`src/rtl/mem_pkg.sv`:
```
// Shared types and default widths for the memory stage.
package mem_pkg;

  localparam int unsigned DATA_W_DEF   = 32;
  localparam int unsigned REG_AW_DEF   = 4;
  localparam int unsigned MAX_WAIT_DEF = 255;

  typedef enum logic [1:0] {
    MS_IDLE,
    MS_REQ,
    MS_RESP
  } mem_state_t;

endpackage

```
`src/rtl/wb_pipereg.sv`:
```
// M/W pipeline register: captures the result on load; otherwise inserts a bubble
// while holding the last data/address.
module wb_pipereg #(
  parameter int unsigned DATA_W = 32,
  parameter int unsigned REG_AW = 4
) (
  input  logic              clk_i,
  input  logic              reset_i,
  input  logic              load_i,
  input  logic [DATA_W-1:0] result_i,
  input  logic [REG_AW-1:0] waddr_i,
  input  logic              regwrite_i,
  input  logic              pcsrc_i,
  output logic [DATA_W-1:0] result_o,
  output logic [REG_AW-1:0] waddr_o,
  output logic              regwrite_o,
  output logic              pcsrc_o
);

  always_ff @(posedge clk_i) begin
    if (reset_i) begin
      result_o   <= '0;
      waddr_o    <= '0;
      regwrite_o <= 1'b0;
      pcsrc_o    <= 1'b0;
    end else if (load_i) begin
      result_o   <= result_i;
      waddr_o    <= waddr_i;
      regwrite_o <= regwrite_i;
      pcsrc_o    <= pcsrc_i;
    end else begin
      regwrite_o <= 1'b0;
      pcsrc_o    <= 1'b0;
    end
  end

endmodule

```
`src/rtl/mem_stage.sv`:
```
// Memory stage: drives LDR/STR onto a req/grant/response data bus, stalls the
// upstream pipe while an access is outstanding and registers the W-stage result.
module mem_stage
  import mem_pkg::*;
#(
  parameter int unsigned DATA_W   = DATA_W_DEF,
  parameter int unsigned REG_AW   = REG_AW_DEF,
  parameter int unsigned MAX_WAIT = MAX_WAIT_DEF
) (
  input  logic              clk,
  input  logic              reset,
  input  logic              ValidM,
  input  logic              PCSrcM,
  input  logic              RegWriteM,
  input  logic              MemtoRegM,
  input  logic              MemWriteM,
  input  logic [DATA_W-1:0] ALUResultM,
  input  logic [DATA_W-1:0] WriteDataM,
  input  logic [REG_AW-1:0] WriteAddrM,
  output logic              DReq,
  output logic              DWe,
  output logic [DATA_W-1:0] DAddr,
  output logic [DATA_W-1:0] DWData,
  input  logic              DGnt,
  input  logic              DRValid,
  input  logic [DATA_W-1:0] DRData,
  output logic              StallM,
  output logic              DataAbort,
  output logic [DATA_W-1:0] ResultW,
  output logic [REG_AW-1:0] WriteAddrW,
  output logic              RegWriteW,
  output logic              PCSrcW
);

  localparam int unsigned CNT_W = $clog2(MAX_WAIT + 1);

  mem_state_t       state_q, state_d;
  logic [CNT_W-1:0] wait_q, wait_d;
  logic             memop, timeout, complete, abort, req, wb_load;

  assign memop   = ValidM & (MemtoRegM | MemWriteM);
  assign timeout = (wait_q == CNT_W'(MAX_WAIT - 1));

  always_ff @(posedge clk) begin
    if (reset) begin
      state_q <= MS_IDLE;
      wait_q  <= '0;
    end else begin
      state_q <= state_d;
      wait_q  <= wait_d;
    end
  end

  always_comb begin
    state_d = state_q;
    wait_d  = '0;
    unique case (state_q)
      MS_IDLE: begin
        if (memop) begin
          if (DGnt) state_d = MemWriteM ? MS_IDLE : MS_RESP;
          else      state_d = MS_REQ;
        end
      end
      MS_REQ: begin
        if (DGnt)         state_d = MemWriteM ? MS_IDLE : MS_RESP;
        else if (timeout) state_d = MS_IDLE;
      end
      MS_RESP: begin
        if (DRValid || timeout) state_d = MS_IDLE;
      end
      default: state_d = MS_IDLE;
    endcase
    // Saturates so a load granted on its final wait cycle still times out in RESP.
    if (state_q != MS_IDLE) wait_d = timeout ? wait_q : wait_q + 1'b1;
  end

  always_comb begin
    req      = 1'b0;
    complete = 1'b0;
    abort    = 1'b0;
    unique case (state_q)
      MS_IDLE: begin
        req      = memop;
        complete = ~memop | (DGnt & MemWriteM);
      end
      MS_REQ: begin
        req      = 1'b1;
        complete = DGnt & MemWriteM;
        abort    = ~DGnt & timeout;
      end
      MS_RESP: begin
        complete = DRValid;
        abort    = ~DRValid & timeout;
      end
      default: ;
    endcase
  end

  assign DReq      = req & ~reset;
  assign DWe       = MemWriteM;
  assign DAddr     = ALUResultM;
  assign DWData    = WriteDataM;
  assign StallM    = memop & ~complete & ~abort & ~reset;
  assign DataAbort = abort & ~reset;
  assign wb_load   = complete & ValidM & ~reset;

  wb_pipereg #(
    .DATA_W (DATA_W),
    .REG_AW (REG_AW)
  ) u_wb (
    .clk_i      (clk),
    .reset_i    (reset),
    .load_i     (wb_load),
    .result_i   ((state_q == MS_RESP) ? DRData : ALUResultM),
    .waddr_i    (WriteAddrM),
    .regwrite_i (RegWriteM & ~MemWriteM),
    .pcsrc_i    (PCSrcM),
    .result_o   (ResultW),
    .waddr_o    (WriteAddrW),
    .regwrite_o (RegWriteW),
    .pcsrc_o    (PCSrcW)
  );

endmodule

```
`config.mk`:
```
export PLATFORM = sky130hd
export DESIGN_NAME = mem_stage
export DESIGN_NICKNAME = d
export VERILOG_FILES = /design/src/rtl/mem_pkg.sv /design/src/rtl/wb_pipereg.sv /design/src/rtl/mem_stage.sv
export SDC_FILE = /design/constraint.sdc
export NUM_CORES = 1
export LEC_CHECK = 0
export CORE_UTILIZATION = 32
export CTS_BUF_LIST = sky130_fd_sc_hd__clkbuf_8
export DETAILED_ROUTE_END_ITERATION = 8
export MAX_ROUTING_LAYER = met4
export PLACE_DENSITY = 0.8
export SYNTH_ARGS = -nofsm -noshare
export SYNTH_HDL_FRONTEND = slang
export SYNTH_HIERARCHICAL = 1
export SYNTH_SLANG_ARGS = --single-unit
export TNS_END_PERCENT = 10
```
`constraint.sdc`:
```
create_clock -name clk -period 1.9 [get_ports clk]
set_input_delay 0.38 -clock clk [delete_from_list [all_inputs] [get_ports clk]]
set_output_delay 0.38 -clock clk [all_outputs]
set_load 0.01 [all_outputs]
```
Word-level counts from Yosys, hierarchy flattened
Cells that the tools add are included.

Register bits: 48. Latch bits: 0. Bits in writable memories: 0. Bits in read-only memories: 0. Input port bits: 109. Output and inout port bits: 106. Logic and storage cells: 53. Memories: 0.

Add/sub/neg operators: 1. Multiply operators: 0. Divide/modulo/power cells: 0. Magnitude comparators: 0. Eq/ne operators: 6. Shift operators: 0. Muxes and demuxes: 11. Bitwise gates (word level): 23. Reductions and logical operators: 6.

Operators with widths (number): two-way mux 32 bit (1); bitwise AND 1 bit (12); two-way mux 2 bit (6); inverter 1 bit (9); adder 8 x 1 -> 8 bit (second input constant) (1); equality test 8 bit (second input constant) (1); one-hot mux 2 bit (3 select lines) (1); != test 2 bit (second input constant) (2); one-hot mux 1 bit (2 select lines) (2); OR reduction 2 bit (2); != test 3 bit (second input constant) (1); one-hot mux 1 bit (3 select lines) (1); AND reduction 3 bit (1); equality test 2 x 1 -> 1 bit (second input constant) (1); equality test 2 bit (second input constant) (1); zero test 2 bit (1); OR 1 bit (2); nonzero test 2 bit (1); logical OR 1 bit (1).

Longest topological paths before layout
Depth in word-level cells: 9. Gate-level depth with buffers: 10. Depth with buffers taken out: 7.

Modules after synthesis
The synthesis kept the hierarchy.

By module, submodules not included: mem_stage (instances 1, cells an instance 174, area an instance 1496.4 um^2, sequential area each 200.2 um^2); wb_pipereg (instances 1, cells an instance 120, area an instance 1350.0 um^2, sequential area each 760.7 um^2).

Least setup slack after synthesis
Ideal clock, no wire load.

Path kind: register to register. From: reg state_q[0]. To: reg u_wb.result_o[10]. Setup time: 0.128 ns. Data arrival time: 1.715 ns. Data required time: 1.772 ns. Slack: 0.057 ns. Stages on the path, launching flop included: 11. Buffers on the path: 3. Period minus slack after synthesis: 1.843 ns. Path through: dfxtp_1 inv_1 ha_1 clkbuf_1 nand2_1 a31oi_1 and3b_1 buf_6 buf_12 mux2i_1 nor2_1.

Longest elaborated chain between the ends: 4. Elaborated cells on any way between the ends: 7. Classes of those cells: eq/ne (2); mux (2); bitwise (2); reduce/logical (1).

RTL lines: start: declaration (line mem_stage.sv:37) `mem_state_t state_q, state_d;`; start signal: assignment (line mem_stage.sv:49) `state_q <= state_d;`; equality test 2 bit (tied with other cells) (line mem_stage.sv:81) `unique case (state_q)`; one-hot mux 1 bit (3 select lines) (*) (line mem_stage.sv:81); bitwise AND 1 bit (*) (2 in a row) (line mem_stage.sv:105) `assign wb_load = complete & ValidM & ~reset;`; named net wb_load (line mem_stage.sv:39) `logic memop, timeout, complete, abort, req, wb_load;`; end signal: assignment (line wb_pipereg.sv:27) `result_o <= result_i;`; end: declaration (line wb_pipereg.sv:14) `output logic [DATA_W-1:0] result_o,`.

Mark *: on every way through the listed nets, which the timed path passes. The rest lies on a longest branch. A chain may end at the register's enable or synchronous reset.

Final worst setup path
From: reg state_q[1]. To: out StallM.

Longest elaborated chain between the ends: 6. Elaborated cells on any way between the ends: 10. Classes of those cells: eq/ne (2); mux (2); bitwise (5); reduce/logical (1).

RTL lines: equality test 2 bit (tied with other cells) (line mem_stage.sv:81); one-hot mux 1 bit (3 select lines) (line mem_stage.sv:81); inverter 1 bit (line mem_stage.sv:103) `assign StallM = memop & ~complete & ~abort & ~reset;`; bitwise AND 1 bit (line mem_stage.sv:103); bitwise AND 1 bit (*) (2 in a row) (line mem_stage.sv:103); end: declaration (line mem_stage.sv:27) `output logic StallM,`.

Every way passes the cells marked *; elsewhere a longest branch is shown, timed or not.

==> results <==
==> power by group through the flow <==
stage | Clock [W] | Sequential, W | Combinational (W)
2_1_floorplan | 0 | 0.00113 | 0.000415
3_3_place_gp | 0 | 0.00110 | 0.000713
3_5_place_dp | 0 | 0.00111 | 0.000727
4_1_cts | 0.000619 | 0.00109 | 0.000741
5_1_grt | 0.000656 | 0.00109 | 0.000792
6_report | 0.000588 | 0.00108 | 0.000732
==> state kept, by name, indices dropped and copies added, names as in the netlist <==
register / count
state_q: 2
u_wb/pcsrc_o: 1
u_wb/regwrite_o: 1
u_wb/result_o: 32
u_wb/waddr_o: 4
wait_q: 8
==> logic make-up (layout without fill, tap and decap cells) <==
family | after synthesis | count (layout)
AOI/OAI and AO/OA | 19 | 19
and+or+nand+nor | 64 | 64
buffers and inverters | 84 | 187
xor gates and xnor gates | 5 | 5
adders and majority gates | 6 | 6
DFF | 48 | 48
muxes | 68 | 68
==> cell usage in the layout (no fill, tap or decap), types with 3 or more instances in the layout <==
| master | n |
|---|---|
| inv_1 | 4 |
| dfxtp_1 | 45 |
| buf_4 | 23 |
| buf_2 | 4 |
| mux2_2 | 32 |
| nand2_1 | 3 |
| ha_1 | 3 |
| clkbuf_8 | 5 |
| and3_1 | 3 |
| a21oi_1 | 6 |
| clkdlybuf4s50_1 | 143 |
| dfxtp_2 | 3 |
| mux2i_1 | 36 |
| nor2_1 | 42 |
| xnor2_1 | 3 |
==> what timing repair did <==
item / CTS / global route
buffers inserted: 1 / 0
endpoints found under the setup margin: 33 / 32
resized for setup: 22 / 6
pin swaps: 5 / 2
endpoints found under the hold margin: 0 / 0
==> final timing paths <==
check / startpoint / endpoint / slack (ns) / depth (start not counted)
min: MemWriteM / state_q[1] / 0.45 / 3
max reg2reg: state_q[0] / u_wb/result_o[13] / 0.01 / 8
max: state_q[1] / StallM / -0.08 / 6
min reg2reg: u_wb/result_o[9] / u_wb/result_o[9] / 0.49 / 2
==> metal layers <==
metal	up-vias	global-route usage [%]	part of all wire, %
met4	0	3.554	0.27
li1	1130	-	-
met5	-	-	0
met2	112	28.07	53
met1	1070	15.09	37
met3	6	3.555	9.2
==> area by class of cell <==
class	instances	area, sq um
clock inverter	3	16.27
sequential	48	964.7
timing repair buffer	175	1698
inverter	4	15.01
clock buffer	5	68.82
fill	842	4483
tap	108	135.1
multi-input combinational	162	1297
==> tightest hold or removal path, cell delays in order <==
cell	delay, ns
dlymetal6s2s_1	0.12
buf_4	0.14
o41ai_1	0.08
==> per-stage QoR <==
| stage | worst slack (ns) | cells | hold WS (ns) | power [W] |
|---|---|---|---|---|
| floorplan | 0.05705 | 294 | 0.4815 | 0.001543 |
| global placement | -0.4426 | 496 | 0.4722 | 0.001817 |
| detailed placement | -0.4987 | 496 | 0.4822 | 0.001834 |
| CTS | -0.1445 | 505 | 0.4785 | 0.002445 |
| global route | -0.1958 | 505 | 0.4638 | 0.002541 |
| finish | -0.07919 | 505 | 0.4516 | 0.002405 |
==> qor.yml <==
worst_setup_path:
  crit_path_start_kind: "flip-flop"
  critPathMaxFanout: 3
  required_ns: 1.52
  path_delay_family: "flip-flops"
  critPathMaxStageDelay_ns: 0.34
  cp_data_arrival_time_ns: 1.60
  crit_path_end_kind: "output port"
  cp_slowest_cell: "dfxtp_2"
  path_buf_inv: 2
  crit_type: "flip-flop to output port"
  crit_path_cell_trace: "inv_2, ha_2, o211ai_1, a31oi_1, nor4_1, buf_2"
global_routing:
  grt-ovfl-total: 0
  grt_max_degree: 33
  grt.total_usage_pct: 14.74
  grt_pass1_vias: 2262
  grt_pass1_wl_mm: 10.31
  antenna_found_initial: 0
logic_synthesis:
  async_flop_share_pct: 0
  synth_cell_types: 36
  synth_fa_ha_area_share_pct: 2.637
  synth_commonest_cells: "buf_4, dfxtp_1, nor2_1, mux2i_1, mux2_2"
  syn_area_per_cell_sq_um: 9.682
  synth_area_leaders: "dfxtp_1, buf_4, mux2i_1, mux2_2, nor2_1"
  syn_nets: 409
  syn_inst: 294
  yosysTopAreaCell: "dfxtp_1"
  seq_area_frac_synth_pct: 33.76
  yosys_warnings: 6
  synth.most_common_cell: "buf_4"
  synth_compound_gate_area_share_pct: 4.615
  synthFlopType: "dfxtp_1"
  synth-simple-area-share_pct: 10.33
  yosys-mux-area-fraction_pct: 25.32
  synth-edff-count: 0
  ys_ff_latch: 48
  synth_area_sq_mm: 0.002846
  synth_top_cell_area_share_pct: 33.76
  synth_top_family_by_area: "multiplexers"
  synth_xor_area_share_pct: 1.538
die:
  num_rows: 34
  die-area_sq_mm: 0.009277
  chipHeight_um: 96.32
  coreArea_sq_mm: 0.008678
  die_x_um: 96.32
  ios: 215
  start_util_pct: 32.80
cells_and_area:
  drive_gt1_share_pct: 20.65
  nets: 511
  stdcell_area_sq_mm: 0.004195
  utilization_pct: 48.34
  area_growth_pct: 47.38
  diodes: 0
placed_design:
  hpwl_mm: 5.513
  placed_area_sq_mm: 0.004081
  port-buffer-count: 150
  place.gp.congestion: 0.7831
pwr:
  ir_drop_uv: 258.2
  clkPwrFrac_pct: 24.4
  power_density_mw_per_mm2: 573.2
  sw_frac_of_total_pct: 26.39
  power.static_leakage_nw: 1.622
  p_sw_w: 0.0006345
  pwr-share-comb_pct: 30.4
  seqPwrFrac_pct: 45.1
  p_int_w: 0.001770
route:
  dr.pass1.iters: 4
  wl_per_cell_um: 13.92
  drtIter0Drc: 65
  num_vias: 2318
  ant_nets: 0
  post_drt_via_cell_ratio: 4.590
  drc: 0
  wirelength_mm: 7.030
sta:
  finalCriticalPeriod_ns: 1.979
  hold_violations: 0
  fin_ws_ns: -0.07919
  finalMaxSlewViolations: 0
  finalCritPeriodShare_pct: 104.2
  setup_viol: 1
  skew_ns: 0.01417
  fmaxAchievable_mhz: 505.3
  tightest_slew_ns: 0.4313
  rsz0062_at_grt: "yes"
  tns_ns: -0.07919
  slew_headroom_pct: 71.24
run_status:
  violations: "negative setup slack"
  status: "finished, violations left"
clock_network:
  clock_path_buffers: 2
  cts_tree: "yes"
  clk_latency_ns: 0.30
  cts_max_level: 2
  cts.root.buffer_cell: "clkbuf_8"
  cts.clk_slew.worst_paths_ns: 0.10
  clock_sinks: 48
  hold_buffers: 0
  cts_made_buffers: 5
hold_path:
  hold_path.class: "input port to flip-flop"
job:
  cap_viol_max_count: 0
Power figures use the tool's default switching activity.
